## src/rtl/rom_dl_ctrl.sv

```systemverilog
// rom_dl_ctrl: steers MiSTer ioctl downloads into the Blue Print ROM map.
// Runs entirely in the download clock domain. Index 0 carries the main CPU,
// tile and sprite ROMs; index 1 carries the sound board ROMs. Produces
// registered write strobes for the EPROM banks, tracks which 4 KB main
// regions are complete, validates image sizes and keeps the game CPUs in
// reset until a full ROM set has been loaded.
`timescale 1ns/1ps

module rom_dl_ctrl #(
    parameter int MAIN_SIZE   = 'hA000,
    parameter int SND_SIZE    = 'h2000,
    parameter int WAIT_CYCLES = 0
) (
    input  logic        CLK,
    input  logic        RESET_N,
    input  logic        ioctl_download,
    input  logic [7:0]  ioctl_index,
    input  logic        ioctl_wr,
    input  logic [24:0] ioctl_addr,
    input  logic [7:0]  ioctl_dout,
    output logic        ioctl_wait,
    output logic [24:0] rom_addr,
    output logic [7:0]  rom_data,
    output logic        main_wr,
    output logic        snd_wr,
    output logic [9:0]  region_done,
    output logic        main_ok,
    output logic        snd_ok,
    output logic        load_err,
    output logic        cpu_reset_hold
);

    localparam logic [16:0] MAIN_COUNT = 17'(MAIN_SIZE);
    localparam logic [16:0] SND_COUNT  = 17'(SND_SIZE);
    localparam logic [24:0] MAIN_LIMIT = 25'(MAIN_SIZE);
    localparam logic [24:0] SND_LIMIT  = 25'(SND_SIZE);
    localparam logic [3:0]  WAIT_LOAD  = 4'(WAIT_CYCLES);

    typedef enum logic [1:0] {
        IDLE,
        LOAD_MAIN,
        LOAD_SND,
        CHECK
    } state_t;

    state_t      r_state;
    state_t      w_next_state;

    logic        r_dl_q;
    logic        r_is_snd;
    logic [16:0] r_byte_count;
    logic [3:0]  r_wait_count;

    logic        w_dl_rise;
    logic        w_dl_fall;
    logic        w_loading;
    logic        w_wr_sampled;
    logic        w_in_range;
    logic        w_accept;
    logic        w_reject;
    logic        w_start_main;
    logic        w_start_snd;
    logic        w_check_pass;
    logic        w_main_wr_next;
    logic        w_snd_wr_next;

    // Edge detection and byte classification shared by every process below.
    // The registered copy of ioctl_download powers up high so that a download
    // already in progress across a reset is never mistaken for a fresh start.
    assign w_dl_rise    = ioctl_download & ~r_dl_q;
    assign w_dl_fall    = ~ioctl_download & r_dl_q;
    assign w_loading    = (r_state == LOAD_MAIN) | (r_state == LOAD_SND);
    assign w_wr_sampled = w_loading & ioctl_wr;
    assign w_in_range   = (r_state == LOAD_MAIN) ? (ioctl_addr < MAIN_LIMIT)
                                                 : (ioctl_addr < SND_LIMIT);
    assign w_accept     = w_wr_sampled & ~ioctl_wait & w_in_range;
    assign w_reject     = w_wr_sampled & ~w_accept;
    assign w_start_main = (r_state == IDLE) & w_dl_rise & (ioctl_index == 8'd0);
    assign w_start_snd  = (r_state == IDLE) & w_dl_rise & (ioctl_index == 8'd1);
    assign w_check_pass = (r_byte_count == (r_is_snd ? SND_COUNT : MAIN_COUNT)) & ~load_err;

    assign ioctl_wait     = (r_wait_count != 4'd0);
    assign cpu_reset_hold = ~(main_ok & snd_ok) | ioctl_download;

    // State register for the download sequencer.
    always_ff @(posedge CLK or negedge RESET_N) begin
        if (!RESET_N) begin
            r_state <= IDLE;
        end else begin
            r_state <= w_next_state;
        end
    end

    // Next-state decode plus the strobe each accepted byte should raise next cycle.
    always_comb begin
        w_next_state   = r_state;
        w_main_wr_next = 1'b0;
        w_snd_wr_next  = 1'b0;
        case (r_state)
            IDLE: begin
                if (w_start_main) begin
                    w_next_state = LOAD_MAIN;
                end else if (w_start_snd) begin
                    w_next_state = LOAD_SND;
                end
            end
            LOAD_MAIN: begin
                w_main_wr_next = w_accept;
                if (w_dl_fall) begin
                    w_next_state = CHECK;
                end
            end
            LOAD_SND: begin
                w_snd_wr_next = w_accept;
                if (w_dl_fall) begin
                    w_next_state = CHECK;
                end
            end
            CHECK: begin
                w_next_state = IDLE;
            end
            default: begin
                w_next_state = IDLE;
            end
        endcase
    end

    // Registered copy of ioctl_download and the index that opened the current load.
    always_ff @(posedge CLK or negedge RESET_N) begin
        if (!RESET_N) begin
            r_dl_q   <= 1'b1;
            r_is_snd <= 1'b0;
        end else begin
            r_dl_q <= ioctl_download;
            if (w_start_main) begin
                r_is_snd <= 1'b0;
            end else if (w_start_snd) begin
                r_is_snd <= 1'b1;
            end
        end
    end

    // Write port towards the EPROM banks: one-cycle strobes with address and data.
    always_ff @(posedge CLK or negedge RESET_N) begin
        if (!RESET_N) begin
            main_wr  <= 1'b0;
            snd_wr   <= 1'b0;
            rom_addr <= 25'd0;
            rom_data <= 8'd0;
        end else begin
            main_wr <= w_main_wr_next;
            snd_wr  <= w_snd_wr_next;
            if (w_wr_sampled) begin
                rom_addr <= ioctl_addr;
                rom_data <= ioctl_dout;
            end
        end
    end

    // Saturating count of every byte the HPS presented during the current load.
    always_ff @(posedge CLK or negedge RESET_N) begin
        if (!RESET_N) begin
            r_byte_count <= 17'd0;
        end else if (w_start_main || w_start_snd) begin
            r_byte_count <= 17'd0;
        end else if (w_wr_sampled && (r_byte_count != 17'h1FFFF)) begin
            r_byte_count <= r_byte_count + 17'd1;
        end
    end

    // Stall the HPS for a fixed number of cycles after each byte that was written.
    always_ff @(posedge CLK or negedge RESET_N) begin
        if (!RESET_N) begin
            r_wait_count <= 4'd0;
        end else if (w_accept) begin
            r_wait_count <= WAIT_LOAD;
        end else if (r_wait_count != 4'd0) begin
            r_wait_count <= r_wait_count - 4'd1;
        end
    end

    // Completion and error bookkeeping; the error flag survives a sound reload
    // and is only cleared when the main image is loaded again.
    always_ff @(posedge CLK or negedge RESET_N) begin
        if (!RESET_N) begin
            region_done <= 10'd0;
            main_ok     <= 1'b0;
            snd_ok      <= 1'b0;
            load_err    <= 1'b0;
        end else begin
            if (w_start_main) begin
                region_done <= 10'd0;
                main_ok     <= 1'b0;
                load_err    <= 1'b0;
            end else if (w_start_snd) begin
                snd_ok <= 1'b0;
            end
            if (w_accept && (r_state == LOAD_MAIN) && (ioctl_addr[11:0] == 12'hFFF)) begin
                region_done <= region_done | (10'd1 << ioctl_addr[15:12]);
            end
            if (w_reject) begin
                load_err <= 1'b1;
            end
            if (r_state == CHECK) begin
                if (w_check_pass) begin
                    if (r_is_snd) begin
                        snd_ok <= 1'b1;
                    end else begin
                        main_ok <= 1'b1;
                    end
                end else begin
                    load_err <= 1'b1;
                end
            end
        end
    end

endmodule

```

## config.mk

```make
export PLATFORM = sky130hd
export DESIGN_NAME = rom_dl_ctrl
export DESIGN_NICKNAME = d
export VERILOG_FILES = /design/src/rtl/rom_dl_ctrl.sv
export SDC_FILE = /design/constraint.sdc
export NUM_CORES = 1
export LEC_CHECK = 0
export BUFFER_PORTS_ARGS = -buffer_cell sky130_fd_sc_hd__buf_4
export CORE_UTILIZATION = 39
export CTS_CLUSTER_SIZE = 28
export DETAILED_ROUTE_END_ITERATION = 10
export GPL_TIMING_DRIVEN = 1
export PLACE_DENSITY = 0.69
export SYNTH_ARGS = -nofsm -noshare
export SYNTH_HDL_FRONTEND = slang
export SYNTH_SLANG_ARGS = --single-unit
```

## constraint.sdc

```tcl
create_clock -name CLK -period 3 [get_ports CLK]
set_input_delay 0.3 -clock CLK [delete_from_list [all_inputs] [get_ports CLK]]
set_output_delay 0.3 -clock CLK [all_outputs]
set_load 0.03 [all_outputs]
```

# --- Word level (Yosys, flattened, before mapping) ---
# Cells that the tools add are included.
word_totals:
  ff_bits: 73
  in_bits: 45
  output_inout_bits: 50
  word_cells: 89
op_classes:
  add_sub_neg: 2
  magnitude_cmp: 2
  eq_ne: 9
  n_shift: 1
  n_mux: 29
  n_bitwise: 20
  n_reduce_logical: 13
ops:
  columns: ["op", "count"]
  rows:
  - ["17-bit two-way mux", 2]
  - ["25-bit by 14-bit < comparator with 1-bit output, second input constant", 1]
  - ["25-bit by 16-bit < comparator with 1-bit output, second input constant", 1]
  - ["10-bit two-way mux", 2]
  - ["1-bit two-way mux", 18]
  - ["17-bit by 1-bit adder with 17-bit output, second input constant", 1]
  - ["17-bit by 16-bit == test with 1-bit output", 1]
  - ["17-bit != test, second input constant", 1]
  - ["16-bit two-way mux", 1]
  - ["12-bit == test, second input constant", 1]
  - ["1-bit bitwise AND", 11]
  - ["10-bit OR", 1]
  - ["1-bit by 4-bit left shift with 10-bit output, first input constant", 1]
  - ["8-bit by 1-bit == test with 1-bit output, second input constant", 1]
  - ["8-bit logical NOT", 1]
  - ["4-bit two-way mux", 2]
  - ["2-bit nonzero test", 4]
  - ["2-bit two-way mux", 3]
  - ["1-bit NOT", 6]
  - ["2-bit case mux with 3 select lines", 1]
  - ["2-bit == test, second input constant", 2]
  - ["4-bit nonzero test", 1]
  - ["4-bit by 1-bit subtractor with 4-bit output, second input constant", 1]
  - ["1-bit logical AND", 3]
  - ["other kinds (8)", 9]

# --- Depth between registers and ports, before layout ---
logic_depth:
  depth_word: 10
  ltp_mapped: 8
  ltp_nobuf: 8

# --- Least setup slack after synthesis ---
# No wires, ideal clock.
synth_path:
  kind: "reg2reg"
  start: "register r_state[0]"
  end: "register region_done[0]"
  setup_ps: 69
  arrival_time_ps: 2268
  required_ps: 2931
  slack_ps: 663
  path_stages_with_launch: 9
  n_path_buf: 2
  period_less_slack_ps: 2337
  path_cell_list: "dfrtp_1 > inv_1 > ha_1 > clkbuf_1 > nand2_1 > or4_1 > buf_6 > o311ai_4 > a32o_1"
synth_via:
  elab_chain_len: 8
  elab_cells_between_ends: 14
  cone_classes: "eq/ne (2); mux (2); bitwise (6); reduce/logical (4)"
synth_lines:
  columns: ["item", "line_no", "rtl"]
  rows:
  - ["start, declared", "46", "state_t r_state;"]
  - ["start signal, assigned", "90", "r_state <= w_next_state;"]
  - ["2-bit by 1-bit == test with 1-bit output or 2-bit == test (tied branches)", "72, 74, 198", null]
  - ["1-bit OR", "72", "assign w_loading = (r_state == LOAD_MAIN) | (r_state == LOAD_SND);"]
  - ["1-bit bitwise AND", "73", "assign w_wr_sampled = w_loading & ioctl_wr;"]
  - ["1-bit bitwise AND (2 in a row)", "76", "assign w_accept = w_wr_sampled & ~ioctl_wait & w_in_range;"]
  - ["1-bit logical AND (2 in a row)", "198", "if (w_accept && (r_state == LOAD_MAIN) && (ioctl_addr[11:0] == 12'hFFF)) begin"]
  - ["10-bit two-way mux or 2-bit nonzero test (tied branches)", null, null]
  - ["end signal, assigned", "199", "region_done <= region_done | (10'd1 << ioctl_addr[15:12]);"]
  - ["end, declared", "26", "output logic [9:0] region_done,"]
# Parallel ways exist; a longest one is shown, timed or not.
# A chain may end at the register's enable or synchronous reset.

# --- Worst setup path after layout ---
layout_path:
  start: "register r_state[1]"
  end: "register load_err"
layout_via:
  elab_chain_len: 10
  elab_cells_between_ends: 17
  cone_classes: "eq/ne (3); mux (5); bitwise (8); reduce/logical (1)"
layout_lines:
  columns: ["item", "line_no", "rtl"]
  rows:
  - ["2-bit by 1-bit == test with 1-bit output or 2-bit == test (tied branches)", "72, 74", null]
  - ["1-bit OR", "72", null]
  - ["1-bit bitwise AND", "73", null]
  - ["1-bit bitwise AND (2 in a row)", "76", null]
  - ["1-bit NOT", "77", "assign w_reject = w_wr_sampled & ~w_accept;"]
  - ["1-bit bitwise AND", "77", null]
  - ["1-bit two-way mux", "201", "if (w_reject) begin"]
  - ["1-bit two-way mux", "205", "if (w_check_pass) begin"]
  - ["1-bit two-way mux (*)", "204", "if (r_state == CHECK) begin"]
  - ["end signal, assigned", "194", "load_err <= 1'b0;"]
  - ["end signal, assigned", "202", "load_err <= 1'b1;"]
  - ["end signal, assigned", "212", "load_err <= 1'b1;"]
  - ["end, declared", "29", "output logic load_err,"]
# Every way passes the cells marked *; elsewhere a longest branch is shown, timed or not.

==> results.py <==
metrics = {
    "power": {
        "leakage_nw": 2.007,
        "combPwrFrac_pct": 44.1,
        "vdd_drop_max_uv": 602.3,
        "internal_power_w": 0.002359,
        "clkPwrFrac_pct": 18.1,
        "p_total_w": 0.003833,
        "switching_share_pct": 38.45,
        "sequentialPowerShare_pct": 37.8,
        "switchingPower_w": 0.001474,
        "p_per_area_nw_per_um2": 875.8,
    },
    "sta": {
        "min_period_ns": 2.536,
        "tns_ns": 0,
        "tightestPinTransition_ns": 0.9190,
        "hold_violations": 0,
        "setup_viol": 0,
        "rsz0062_at_grt": "no",
        "max_freq_ghz": 0.3943,
        "whs_ns": 0.06982,
        "period_share_pct": 84.53,
        "maxSlewHeadroom_pct": 38.73,
        "final_max_slew_viol_count": 0,
        "fin_worst_skew_ns": 0.007645,
    },
    "finish": {
        "layout_commonest_cell": "buf_4",
        "area_growth_pct": 29.60,
        "nets": 438,
        "drive_above_1_share_pct": 39.95,
        "fill_cells": 775,
        "fin_util_pct": 52.74,
        "final_cell_mix": "buf_4 (96), dfrtp_1 (72), mux2_2 (35), nand2_1 (17), nor2_1 (17)",
        "antennaDiodeCount": 0,
        "final_area_um2": 4377,
    },
    "setup_path": {
        "crit_path_end_kind": "register",
        "crit_chain": "inv_1, ha_1, nand2_1, or4_1, nor4_1, o211ai_1",
        "r2r-start": "r_state[1]",
        "arrival_ns": 2.74,
        "crit_slowest_cell": "or4_1",
        "required_ns": 3.20,
        "r2r_cells": 6,
        "crit_fanout": 8,
        "critPathMaxStageDelay_ns": 0.59,
        "critPathLaunchType": "register",
        "r2r_slack_ns": 0.46,
        "rr_endpoint": "load_err",
        "path_class": "reg2reg",
    },
    "clock_tree": {
        "cts_max_level": 3,
        "hold_buffers": 0,
        "cts-root-buf": "clkbuf_8",
        "postCtsSetupRepairBufs": 0,
        "cts_tree": "built",
        "clkSinkCount": 73,
        "clock_path_buffers": 2,
        "numCtsBuffers": 9,
        "path_clk_slew_ns": 0.08,
        "clk_latency_ns": 0.35,
        "cts_resized": 0,
    },
    "grt": {
        "grt_first_pass_wirelength_um": 12100,
        "grtUsageTotal_pct": 17.75,
        "grt_max_degree": 74,
        "overflow": 0,
        "first_global_vias": 2602,
        "grt_antenna_before_repair": 0,
    },
    "floorplan": {
        "start_util_pct": 40.69,
        "ios": 95,
        "fp-row-count": 33,
        "fp.dieH_um": 95.06,
        "coreArea_um2": 8299,
        "die_w_um": 95.06,
        "die-area_um2": 9035,
    },
    "synth": {
        "synth.distinct_cells": 45,
        "synth_fp_nets": 338,
        "synth_edf_count": 0,
        "synth-seq-cells": 73,
        "yosysSeqAreaShare_pct": 54.13,
        "syn_inst": 283,
        "synth.avg_cell_area_um2": 11.93,
        "async_reset_ff_share_pct": 100.0,
        "yosysWarnings": 0,
        "ys.flop_type": "dfrtp_1",
        "syn_area_um2": 3377,
    },
    "status": {
        "status": "completed",
    },
    "detailed_routing": {
        "first_pass_iters": 4,
        "dr.first_iter.drc_count": 110,
        "drt-total-wl_um": 7376,
        "wire_per_inst_um": 14.96,
        "vias": 2574,
        "ant_nets": 0,
        "drc": 0,
        "viasPerCell": 5.221,
    },
    "placement": {
        "io_buffer_count": 94,
        "placed_area_um2": 4195,
        "dp_hpwl_um": 5501,
        "gp_congestion": 0.8082,
    },
    "flow_run": {
        "max-cap-violations": 0,
    },
    "worst_hold_path": {
        "min_path_type": "in2async",
    },
}
==> per-stage QoR <==
stage          instances  setup WS [ns]
6_report             493         0.4641
5_1_grt              493         0.2672
4_1_cts              493         0.4833
3_5_place_dp         477         0.5007
3_3_place_gp         477         0.5848
2_1_floorplan        283         0.6633
==> power by group through the flow <==
stage               logic [W]  registers [W]  clock network (W)
CTS                   0.00171        0.00145           0.000723
finish                0.00169        0.00145           0.000693
global placement      0.00168        0.00145                  0
global route          0.00181        0.00149           0.000759
floorplan            0.000660        0.00190                  0
detailed placement    0.00171        0.00146                  0
==> worst max path at each step <==
stage	startpoint	to	slack (ns)	depth (start not counted)
finish	r_state[1]	load_err	0.46	6
global route	r_state[0]	load_err	0.27	6
CTS	r_wait_count[0]	region_done[9]	0.48	7
detailed placement	r_wait_count[0]	region_done[9]	0.50	7
global placement	r_wait_count[0]	region_done[1]	0.58	7
floorplan	r_state[0]	region_done[0]	0.66	8
==> logic make-up after synthesis <==
| group | synth area share (%) |
|---|---|
| mux | 11.97 |
| compound gates | 7.929 |
| flops | 54.13 |
| simple gates | 16.41 |
| fa+ha+maj | 4.001 |
| buf+inv | 2.445 |
| xor+xnor | 3.112 |
==> Yosys cell counts (all sizes together), types with 2 or more instances <==
cell	instances	area, um2
nand2	17	63.81
xnor2	10	87.58
inv	13	48.79
nand4	10	62.56
nand3b	2	15.01
nand4b	2	17.52
xor2	2	17.52
nand3	3	15.01
ha	10	125.1
nor2	17	63.81
nor4b	3	26.28
or2	2	12.51
or4	4	30.03
nor4	7	43.79
dfrtp	72	1802
nor3	9	56.31
mux2	35	394.1
clkbuf	5	18.77
a21oi	7	35.03
and4	2	17.52
o21ai	7	35.03
nor2b	4	25.02
buf	2	15.01
o31ai	2	15.01
or3	8	50.05
a32o	12	120.1
and2	2	12.51
==> routing by layer <==
layer | part of all wire [%] | global-route usage, % | vias up
met1 | 46 | 23.10 | 1246
met3 | 6.1 | 5.183 | 15
met5 | 0 | 0 | -
met4 | 2.2 | 9.217 | 0
li1 | - | - | 1236
met2 | 46 | 26.80 | 77
==> worst max-delay path, delay by kind of cell (launching register included) <==
| family | cells | cell delay, ns |
|---|---|---|
| and+or+nand+nor | 3 | 1.32 |
| DFF | 1 | 0.40 |
| buffers and inverters | 1 | 0.10 |
| AOI/OAI and AO/OA | 1 | 0.14 |
| adders and majority gates | 1 | 0.44 |
==> registers in the layout, summed over array words and instances (netlist names), 2 cells and up <==
register / flops
rom_addr: 25
r_byte_count: 17
region_done: 10
rom_data: 8
r_wait_count: 4
r_state: 2
==> final cells by class <==
class                           instances  area (um2)  share of cell area, %
Clock buffer                           11       151.4                  3.459
Clock inverter                          5       30.03                 0.6861
Timing Repair Buffer                   96       720.7                  16.47
Tap cell                              105       131.4                  3.002
Inverter                               13       48.80                  1.115
Sequential cell                        73        1828                  41.77
Multi-Input combinational cell        190        1466                  33.50
No activity file was read; power rests on OpenSTA's default activity.
